## config.mk

```make
export PLATFORM = sky130hd
export DESIGN_NAME = port_tx_fsm
export DESIGN_NICKNAME = d
export VERILOG_FILES = /design/src/rtl/port_tx_fsm_pkg.sv /design/src/rtl/port_tx_fsm_tx_watchdog.sv /design/src/rtl/port_tx_fsm.sv
export SDC_FILE = /design/constraint.sdc
export NUM_CORES = 1
export LEC_CHECK = 0
export CAP_MARGIN = 20
export CORE_MARGIN = 3
export CORE_UTILIZATION = 40
export CTS_CLUSTER_DIAMETER = 50
export DETAILED_ROUTE_END_ITERATION = 16
export PLACE_DENSITY = 0.75
export SYNTH_ARGS = -nofsm -noshare
export SYNTH_HDL_FRONTEND = slang
export SYNTH_SLANG_ARGS = --single-unit
```

## constraint.sdc

```tcl
create_clock -name clk -period 1.9 [get_ports clk]
set_input_delay 0.57 -clock clk [delete_from_list [all_inputs] [get_ports clk]]
set_output_delay 0.57 -clock clk [all_outputs]
set_load 0.03 [all_outputs]
```

## src/rtl/port_tx_fsm_pkg.sv

```systemverilog
// Shared switch-wide definitions for the port datapath.
// - tx_state_e : state encoding of the egress port FSM.
// - eop_bit()  : position of the end-of-packet flag in a FIFO entry. The
//                flag sits directly above the data byte, so ingress and
//                egress agree on it for any data width.
package port_tx_fsm_pkg;

    typedef enum logic [2:0] {
        ST_IDLE  = 3'd0,
        ST_FETCH = 3'd1,
        ST_SEND  = 3'd2,
        ST_WAIT  = 3'd3,
        ST_GAP   = 3'd4,
        ST_FLUSH = 3'd5
    } tx_state_e;

    function automatic int unsigned eop_bit(input int unsigned data_width);
        return data_width;
    endfunction

endpackage

```

## src/rtl/port_tx_fsm_tx_watchdog.sv

```systemverilog
// Stall watchdog for the egress port. Counts stalled cycles and flags
// expiry once TO_CYCLES-1 stalls have been seen, so the TO_CYCLES-th
// consecutive stalled cycle is the one on which the owner acts.
// Ports:
//   clk, rst_n : clock, asynchronous active-low reset
//   en         : count one stalled cycle
//   clr        : restart the count (has priority over en)
//   expired    : count has reached TO_CYCLES-1
module tx_watchdog #(
    parameter int unsigned TO_CYCLES = 16
) (
    input  logic clk,
    input  logic rst_n,
    input  logic en,
    input  logic clr,
    output logic expired
);

    localparam int unsigned CW = $clog2(TO_CYCLES);

    logic [CW-1:0] cnt;

    assign expired = (cnt == CW'(TO_CYCLES - 1));

    // NOTE: sequential state is updated with <= so every flop samples the
    // pre-edge values of its inputs regardless of process ordering.
    always_ff @(posedge clk or negedge rst_n) begin
        if (!rst_n) begin
            cnt <= '0;
        end else if (clr) begin
            cnt <= '0;
        end else if (en && !expired) begin
            cnt <= cnt + 1'b1;
        end
    end

endmodule

```

## src/rtl/port_tx_fsm.sv

```systemverilog
// Egress controller for one switch output port. Pops packets from the port
// FIFO and presents them byte by byte on a valid/ready interface, checks
// the trailing parity byte, and aborts a packet whose consumer stalls for
// too long (the rest of that packet is then drained from the FIFO).
// Ports:
//   clk, rst_n  : clock, asynchronous active-low reset
//   fifo_empty  : port FIFO has no entries
//   fifo_data   : FIFO read data {eop, byte}, valid the cycle after a pop
//   fifo_rd_en  : pop one FIFO entry (combinational)
//   port_ready  : consumer accepts the current byte
//   port_valid  : port_data/port_last are valid
//   port_data   : output byte (address, payload..., parity)
//   port_last   : marks the parity byte
//   port_busy   : a packet is in flight (combinational, state != IDLE)
//   parity_err  : one-cycle pulse, received parity differs from XOR of bytes
//   tx_abort    : one-cycle pulse, packet dropped by the stall watchdog
//   pkt_cnt     : packets completed without abort (wraps)
module port_tx_fsm
    import port_tx_fsm_pkg::*;
#(
    parameter int unsigned W_WIDTH   = 8,
    parameter int unsigned TO_CYCLES = 16,
    parameter int unsigned CNT_WIDTH = 16
) (
    input  logic                 clk,
    input  logic                 rst_n,
    input  logic                 fifo_empty,
    input  logic [W_WIDTH:0]     fifo_data,
    output logic                 fifo_rd_en,
    input  logic                 port_ready,
    output logic                 port_valid,
    output logic [W_WIDTH-1:0]   port_data,
    output logic                 port_last,
    output logic                 port_busy,
    output logic                 parity_err,
    output logic                 tx_abort,
    output logic [CNT_WIDTH-1:0] pkt_cnt
);

    localparam int unsigned EOP = eop_bit(W_WIDTH);

    tx_state_e            state, state_d;
    logic [W_WIDTH-1:0]   acc, acc_d;
    logic                 rd_q;           // a pop was issued last cycle
    logic                 valid_d, last_d, perr_d, abort_d;
    logic [W_WIDTH-1:0]   data_d;
    logic [CNT_WIDTH-1:0] cnt_d;

    logic wd_en, wd_clr, wd_expired;

    assign port_busy = (state != ST_IDLE);
    assign wd_en     = (state == ST_SEND) && !port_ready;
    assign wd_clr    = (state == ST_FETCH);

    tx_watchdog #(
        .TO_CYCLES (TO_CYCLES)
    ) u_watchdog (
        .clk     (clk),
        .rst_n   (rst_n),
        .en      (wd_en),
        .clr     (wd_clr),
        .expired (wd_expired)
    );

    always_ff @(posedge clk or negedge rst_n) begin
        if (!rst_n) begin
            state      <= ST_IDLE;
            port_valid <= 1'b0;
            port_data  <= '0;
            port_last  <= 1'b0;
            parity_err <= 1'b0;
            tx_abort   <= 1'b0;
            pkt_cnt    <= '0;
            acc        <= '0;
            rd_q       <= 1'b0;
        end else begin
            state      <= state_d;
            port_valid <= valid_d;
            port_data  <= data_d;
            port_last  <= last_d;
            parity_err <= perr_d;
            tx_abort   <= abort_d;
            pkt_cnt    <= cnt_d;
            acc        <= acc_d;
            rd_q       <= fifo_rd_en;
        end
    end

    always_comb begin
        // NOTE: every signal assigned below gets a default first, so no
        // path through the case statement can leave one unassigned and
        // infer a latch.
        state_d    = state;
        valid_d    = port_valid;
        data_d     = port_data;
        last_d     = port_last;
        perr_d     = 1'b0;
        abort_d    = 1'b0;
        cnt_d      = pkt_cnt;
        acc_d      = acc;
        fifo_rd_en = 1'b0;

        unique case (state)
            ST_IDLE: begin
                acc_d = '0;
                if (!fifo_empty) begin
                    fifo_rd_en = 1'b1;
                    state_d    = ST_FETCH;
                end
            end

            // Entry popped last cycle is on fifo_data now.
            ST_FETCH: begin
                data_d  = fifo_data[W_WIDTH-1:0];
                last_d  = fifo_data[EOP];
                valid_d = 1'b1;
                state_d = ST_SEND;
            end

            ST_SEND: begin
                if (port_ready) begin
                    // Accept wins over a watchdog expiring in the same cycle.
                    valid_d = 1'b0;
                    last_d  = 1'b0;
                    if (!port_last) begin
                        acc_d = acc ^ port_data;
                        if (!fifo_empty) begin
                            fifo_rd_en = 1'b1;
                            state_d    = ST_FETCH;
                        end else begin
                            state_d = ST_WAIT;
                        end
                    end else begin
                        perr_d  = (acc != port_data);
                        cnt_d   = pkt_cnt + 1'b1;
                        state_d = ST_GAP;
                    end
                end else if (wd_expired) begin
                    valid_d = 1'b0;
                    last_d  = 1'b0;
                    abort_d = 1'b1;
                    // If the held byte was the EOP entry nothing is left to drain.
                    state_d = port_last ? ST_GAP : ST_FLUSH;
                end
            end

            ST_WAIT: begin
                if (!fifo_empty) begin
                    fifo_rd_en = 1'b1;
                    state_d    = ST_FETCH;
                end
            end

            ST_GAP: begin
                state_d = ST_IDLE;
            end

            // Drain the aborted packet up to and including its EOP entry;
            // stop popping once that entry has arrived.
            ST_FLUSH: begin
                if (rd_q && fifo_data[EOP]) begin
                    state_d = ST_GAP;
                end else if (!fifo_empty) begin
                    fifo_rd_en = 1'b1;
                end
            end

            default: begin
                state_d = ST_IDLE;
            end
        endcase
    end

endmodule

```

==> Flow_metrics.wiki <==
{| class="wikitable"
! Metric !! Value
|-
| Bufs on Longest Clock Path || 2
|-
| Number of clock buffers inserted by TritonCTS || 5
|-
| Worst path required time || 1.33 ns
|-
| Clock Root Buffer || sky130_fd_sc_hd__clkbuf_8
|-
| Total number of vias || 1,623
|-
| Critical R2R Launch || state[1]$_DFFE_PN0P_
|-
| Transition time at the pin with the least slew margin || 0.328 ns
|-
| Cells traversed along the worst timing path || buf_6 -> nor2b_4 -> a211oi_2 -> a31oi_1 -> nor2_2 -> buf_6
|-
| Hold Vio Cnt, Final || 0
|-
| Final Total Pwr || 4.26 mW
|-
| Post-detailed-route DRC marker count || 0
|-
| Height of the die || 79.5 microns
|-
| Quantity of hold-fixing buffers added after cts || 0
|-
| Number of buffer cells added on primary ports || 42
|-
| Diodes inserted || 0
|-
| Leakage power || 1.48 nW
|-
| Clock-pin slew of the registers on the worst-case setup and hold paths || 0.09 ns
|-
| Total number of yosys warnings || 0
|-
| Drt pass-1 iters || 4
|-
| Die ar. || 6320 sq um
|-
| Nets in the synthesized netlist || 209
|-
| Number of sinks driven by the clock tree || 44
|-
| Count of max-cap constraint violations || 0
|-
| Final-report setup violation count || 2
|-
| Post-synthesis area per instance || 11.1 sq um
|-
| Remaining antenna violation count after routing || 0
|-
| Outcome || finished with violations
|-
| Post-DP Area || 2740 sq um
|-
| Site row count || 26
|-
| Post-DP HPWL || 3.17 mm
|-
| Wire length reported by the detailed router || 4.60 mm
|-
| Kind of cell adding the most delay to the critical path || flip-flops
|-
| Worst reg2reg endpoint || pkt_cnt[1]$_DFFE_PN0P_
|-
| Number of antenna violations at the first check in global routing || 0
|-
| Synthesis-to-layout area growth || 35.4%
|-
| Worst slew margin relative to its limit || 0.782
|-
| Top Ports || 43
|-
| Filler cell count || 462
|-
| Peak supply drop || 0.758 mV
|-
| Largest clock skew in the final design || 0.00973 ns
|-
| Power density over cell area || 1460 nW/um^2
|-
| Wire length of the first global-routing pass || 7.89 mm
|-
| Path type of the worst setup path || reg -> out
|-
| Most frequent cells in the layout || 44 x sky130_fd_sc_hd__dfrtp_1, 27 x sky130_fd_sc_hd__dlygate4sd2_1, 25 x sky130_fd_sc_hd__nand2_1, 18 x sky130_fd_sc_hd__xor2_1, 17 x sky130_fd_sc_hd__buf_4
|-
| Number of synthesized register bits || 44
|-
| Fraction of final layout cells with drive strength greater than 1 || 0.213
|-
| Final min period || 2.04 ns
|-
| Post-route cell area || 2920 sq um
|-
| Initial cell density of the core || 0.418
|-
| All-Layer GR Usage || 0.159
|-
| Kind of end point of the critical path || primary output
|-
| Via count of the first global-routing pass || 1,657
|-
| Yosys cell types || 40
|-
| CTS tree || done
|-
| Library cell appearing most often on the critical path || sky130_fd_sc_hd__buf_6
|-
| Internal reg-to-reg setup slack || 0.22 ns
|-
| Total overflow reported by the global router || 0
|-
| Critical Path Source Type || flop
|-
| Setup repair after global routing missed its margin || yes
|-
| Number of H-tree levels || 2
|-
| Final critical-path share of the clock period || 1.07
|-
| Pin count of the biggest net entering global routing || 45
|-
| Arrival time of the worst setup path || 1.47 ns
|-
| Buffering stage count on the worst path with inverters included || 2
|-
| Slew Viols, Final || 0
|-
| Top fanout value on the critical path || 3
|-
| Routed wire length per instance || 14.0 microns
|-
| Slowest stage cell, crit path || sky130_fd_sc_hd__dfrtp_1
|-
| Chip width || 79.5 microns
|-
| Final WS setup || -0.141 ns
|-
| Core region area || 5170 sq um
|-
| Cell depth of the worst flop-to-flop path || 6
|-
| 1st-iter DRT viols || 150
|-
| GPL Wtd Cong || 0.749
|-
| Fmax achieved || 0.490 GHz
|-
| Commonest non-fill, non-tap cell in the layout || sky130_fd_sc_hd__dfrtp_1
|-
| Post-synth design cell area || 2160 sq um
|-
| Class of the tightest hold or removal check || in -> async
|-
| Number of nets at the end of the flow || 272
|-
| Clock latency on the worst-skew pair || 0.30 ns
|-
| Sequential cell area fraction in the yosys report || 0.510
|-
| Violations in the final reports || setup timing
|-
| Crit-path max cell delay || 0.40 ns
|-
| Vias per inst || 4.95
|-
| Hold Worst Slack || 0.227 ns
|-
| Cells after synthesis || 194
|}
report_power, final:
group	internal, mW	total (mW)	leakage [nW]	switching [mW]
clock network	0.430	0.764	0.0614	0.333
registers	1.19	1.44	0.574	0.247
logic	0.956	2.06	0.841	1.10
per-layer routing:
| layer | track usage | part of all wire |
|---|---|---|
| met4 | 0.0447 | 0.0080 |
| met5 | 0 | 0 |
| met1 | 0.206 | 0.45 |
| met2 | 0.265 | 0.49 |
| met3 | 0.0361 | 0.047 |
cells in the mapped netlist:
library cell / instances / area (sq um)
sky130_fd_sc_hd__buf_4: 1 / 7.51
sky130_fd_sc_hd__inv_1: 2 / 7.51
sky130_fd_sc_hd__nor3b_4: 1 / 18.8
sky130_fd_sc_hd__a211oi_1: 2 / 15.0
sky130_fd_sc_hd__nand2b_1: 1 / 6.26
sky130_fd_sc_hd__nand4_1: 3 / 18.8
sky130_fd_sc_hd__or3_1: 2 / 12.5
sky130_fd_sc_hd__or2_1: 1 / 6.26
sky130_fd_sc_hd__nand3_1: 6 / 30.0
sky130_fd_sc_hd__a21boi_0: 1 / 7.51
sky130_fd_sc_hd__and3_1: 3 / 18.8
sky130_fd_sc_hd__o31ai_1: 2 / 15.0
sky130_fd_sc_hd__nor2b_1: 8 / 50.1
sky130_fd_sc_hd__a21oi_1: 7 / 35.0
sky130_fd_sc_hd__clkbuf_1: 2 / 7.51
sky130_fd_sc_hd__nor4_1: 2 / 12.5
sky130_fd_sc_hd__and2_1: 2 / 12.5
sky130_fd_sc_hd__buf_2: 2 / 10.0
sky130_fd_sc_hd__and4b_1: 1 / 10.0
sky130_fd_sc_hd__and4_4: 1 / 11.3
sky130_fd_sc_hd__nor3b_1: 1 / 7.51
sky130_fd_sc_hd__o21ai_0: 2 / 10.0
sky130_fd_sc_hd__mux2_2: 12 / 135
sky130_fd_sc_hd__and2b_1: 1 / 7.51
sky130_fd_sc_hd__nand4_4: 1 / 21.3
sky130_fd_sc_hd__a22oi_1: 1 / 7.51
sky130_fd_sc_hd__nand2_1: 25 / 93.8
sky130_fd_sc_hd__dfrtp_1: 44 / 1100
sky130_fd_sc_hd__xnor2_1: 6 / 52.6
sky130_fd_sc_hd__nor4b_4: 1 / 23.8
sky130_fd_sc_hd__ha_1: 2 / 25.0
sky130_fd_sc_hd__a22o_1: 4 / 35.0
sky130_fd_sc_hd__o2bb2ai_1: 1 / 8.76
sky130_fd_sc_hd__mux2i_1: 6 / 60.1
sky130_fd_sc_hd__xor2_1: 18 / 158
sky130_fd_sc_hd__a31oi_1: 2 / 12.5
sky130_fd_sc_hd__nor2_1: 11 / 41.3
sky130_fd_sc_hd__nor3_1: 3 / 15.0
sky130_fd_sc_hd__nor3_2: 2 / 20.0
sky130_fd_sc_hd__buf_6: 1 / 11.3
through the flow:
step | worst slack, ns | utilization | std cells | TNS [ns]
global placement | -0.325 | 0.530 | 314 | -3.39
CTS | -0.144 | 0.560 | 325 | -0.234
finish | -0.141 | 0.565 | 328 | -0.144
floorplan | 0.0575 | - | 194 | 0
global route | -0.215 | 0.565 | 328 | -0.246
detailed placement | -0.358 | 0.530 | 314 | -3.92
cell families (layout without fill, tap and decap cells):
logic type | after synthesis | count (layout) | share of synthesized area
simple gates | 76 | 76 | 0.203
flops | 44 | 44 | 0.510
xor+xnor | 24 | 24 | 0.0973
compound gates | 22 | 22 | 0.0678
mux | 18 | 18 | 0.0904
buf+inv | 8 | 72 | 0.0203
fa+ha+maj | 2 | 2 | 0.0116
worst max-delay path by stage:
stage | from | endpoint | slack (ns) | cells after the start
3_3_place_gp | port_ready | fifo_rd_en | -0.33 | 6
4_1_cts | state[1]$_DFFE_PN0P_ | fifo_rd_en | -0.14 | 6
5_1_grt | state[1]$_DFFE_PN0P_ | fifo_rd_en | -0.22 | 6
3_5_place_dp | port_ready | fifo_rd_en | -0.36 | 6
6_report | state[1]$_DFFE_PN0P_ | fifo_rd_en | -0.14 | 6
2_1_floorplan | port_last$_DFFE_PN0P_ | fifo_rd_en | 0.06 | 4
timing repair:
action	4_1_cts	5_1_grt
endpoints found under the hold margin	0	0
setup buffers	3	3
resized for setup	41	7
pin swaps	3	2
endpoints found under the setup margin	28	11
area by class of cell:
cell class | count | area (sq um) | area share
clock buffer | 6 | 82.6 | 0.0282
clock inverter | 2 | 38.8 | 0.0133
inverter | 2 | 7.51 | 0.00257
multi-input combinational | 142 | 1050 | 0.359
sequential | 44 | 1100 | 0.377
tap | 70 | 87.6 | 0.0300
timing repair buffer | 62 | 557 | 0.190
sequential cells by signal, indices dropped and copies added (netlist names), 3 cells and up:
signal	count
state	3
pkt_cnt	16
acc	8
port_data	8
u_watchdog.cnt	4
Power figures use the tool's default switching activity.
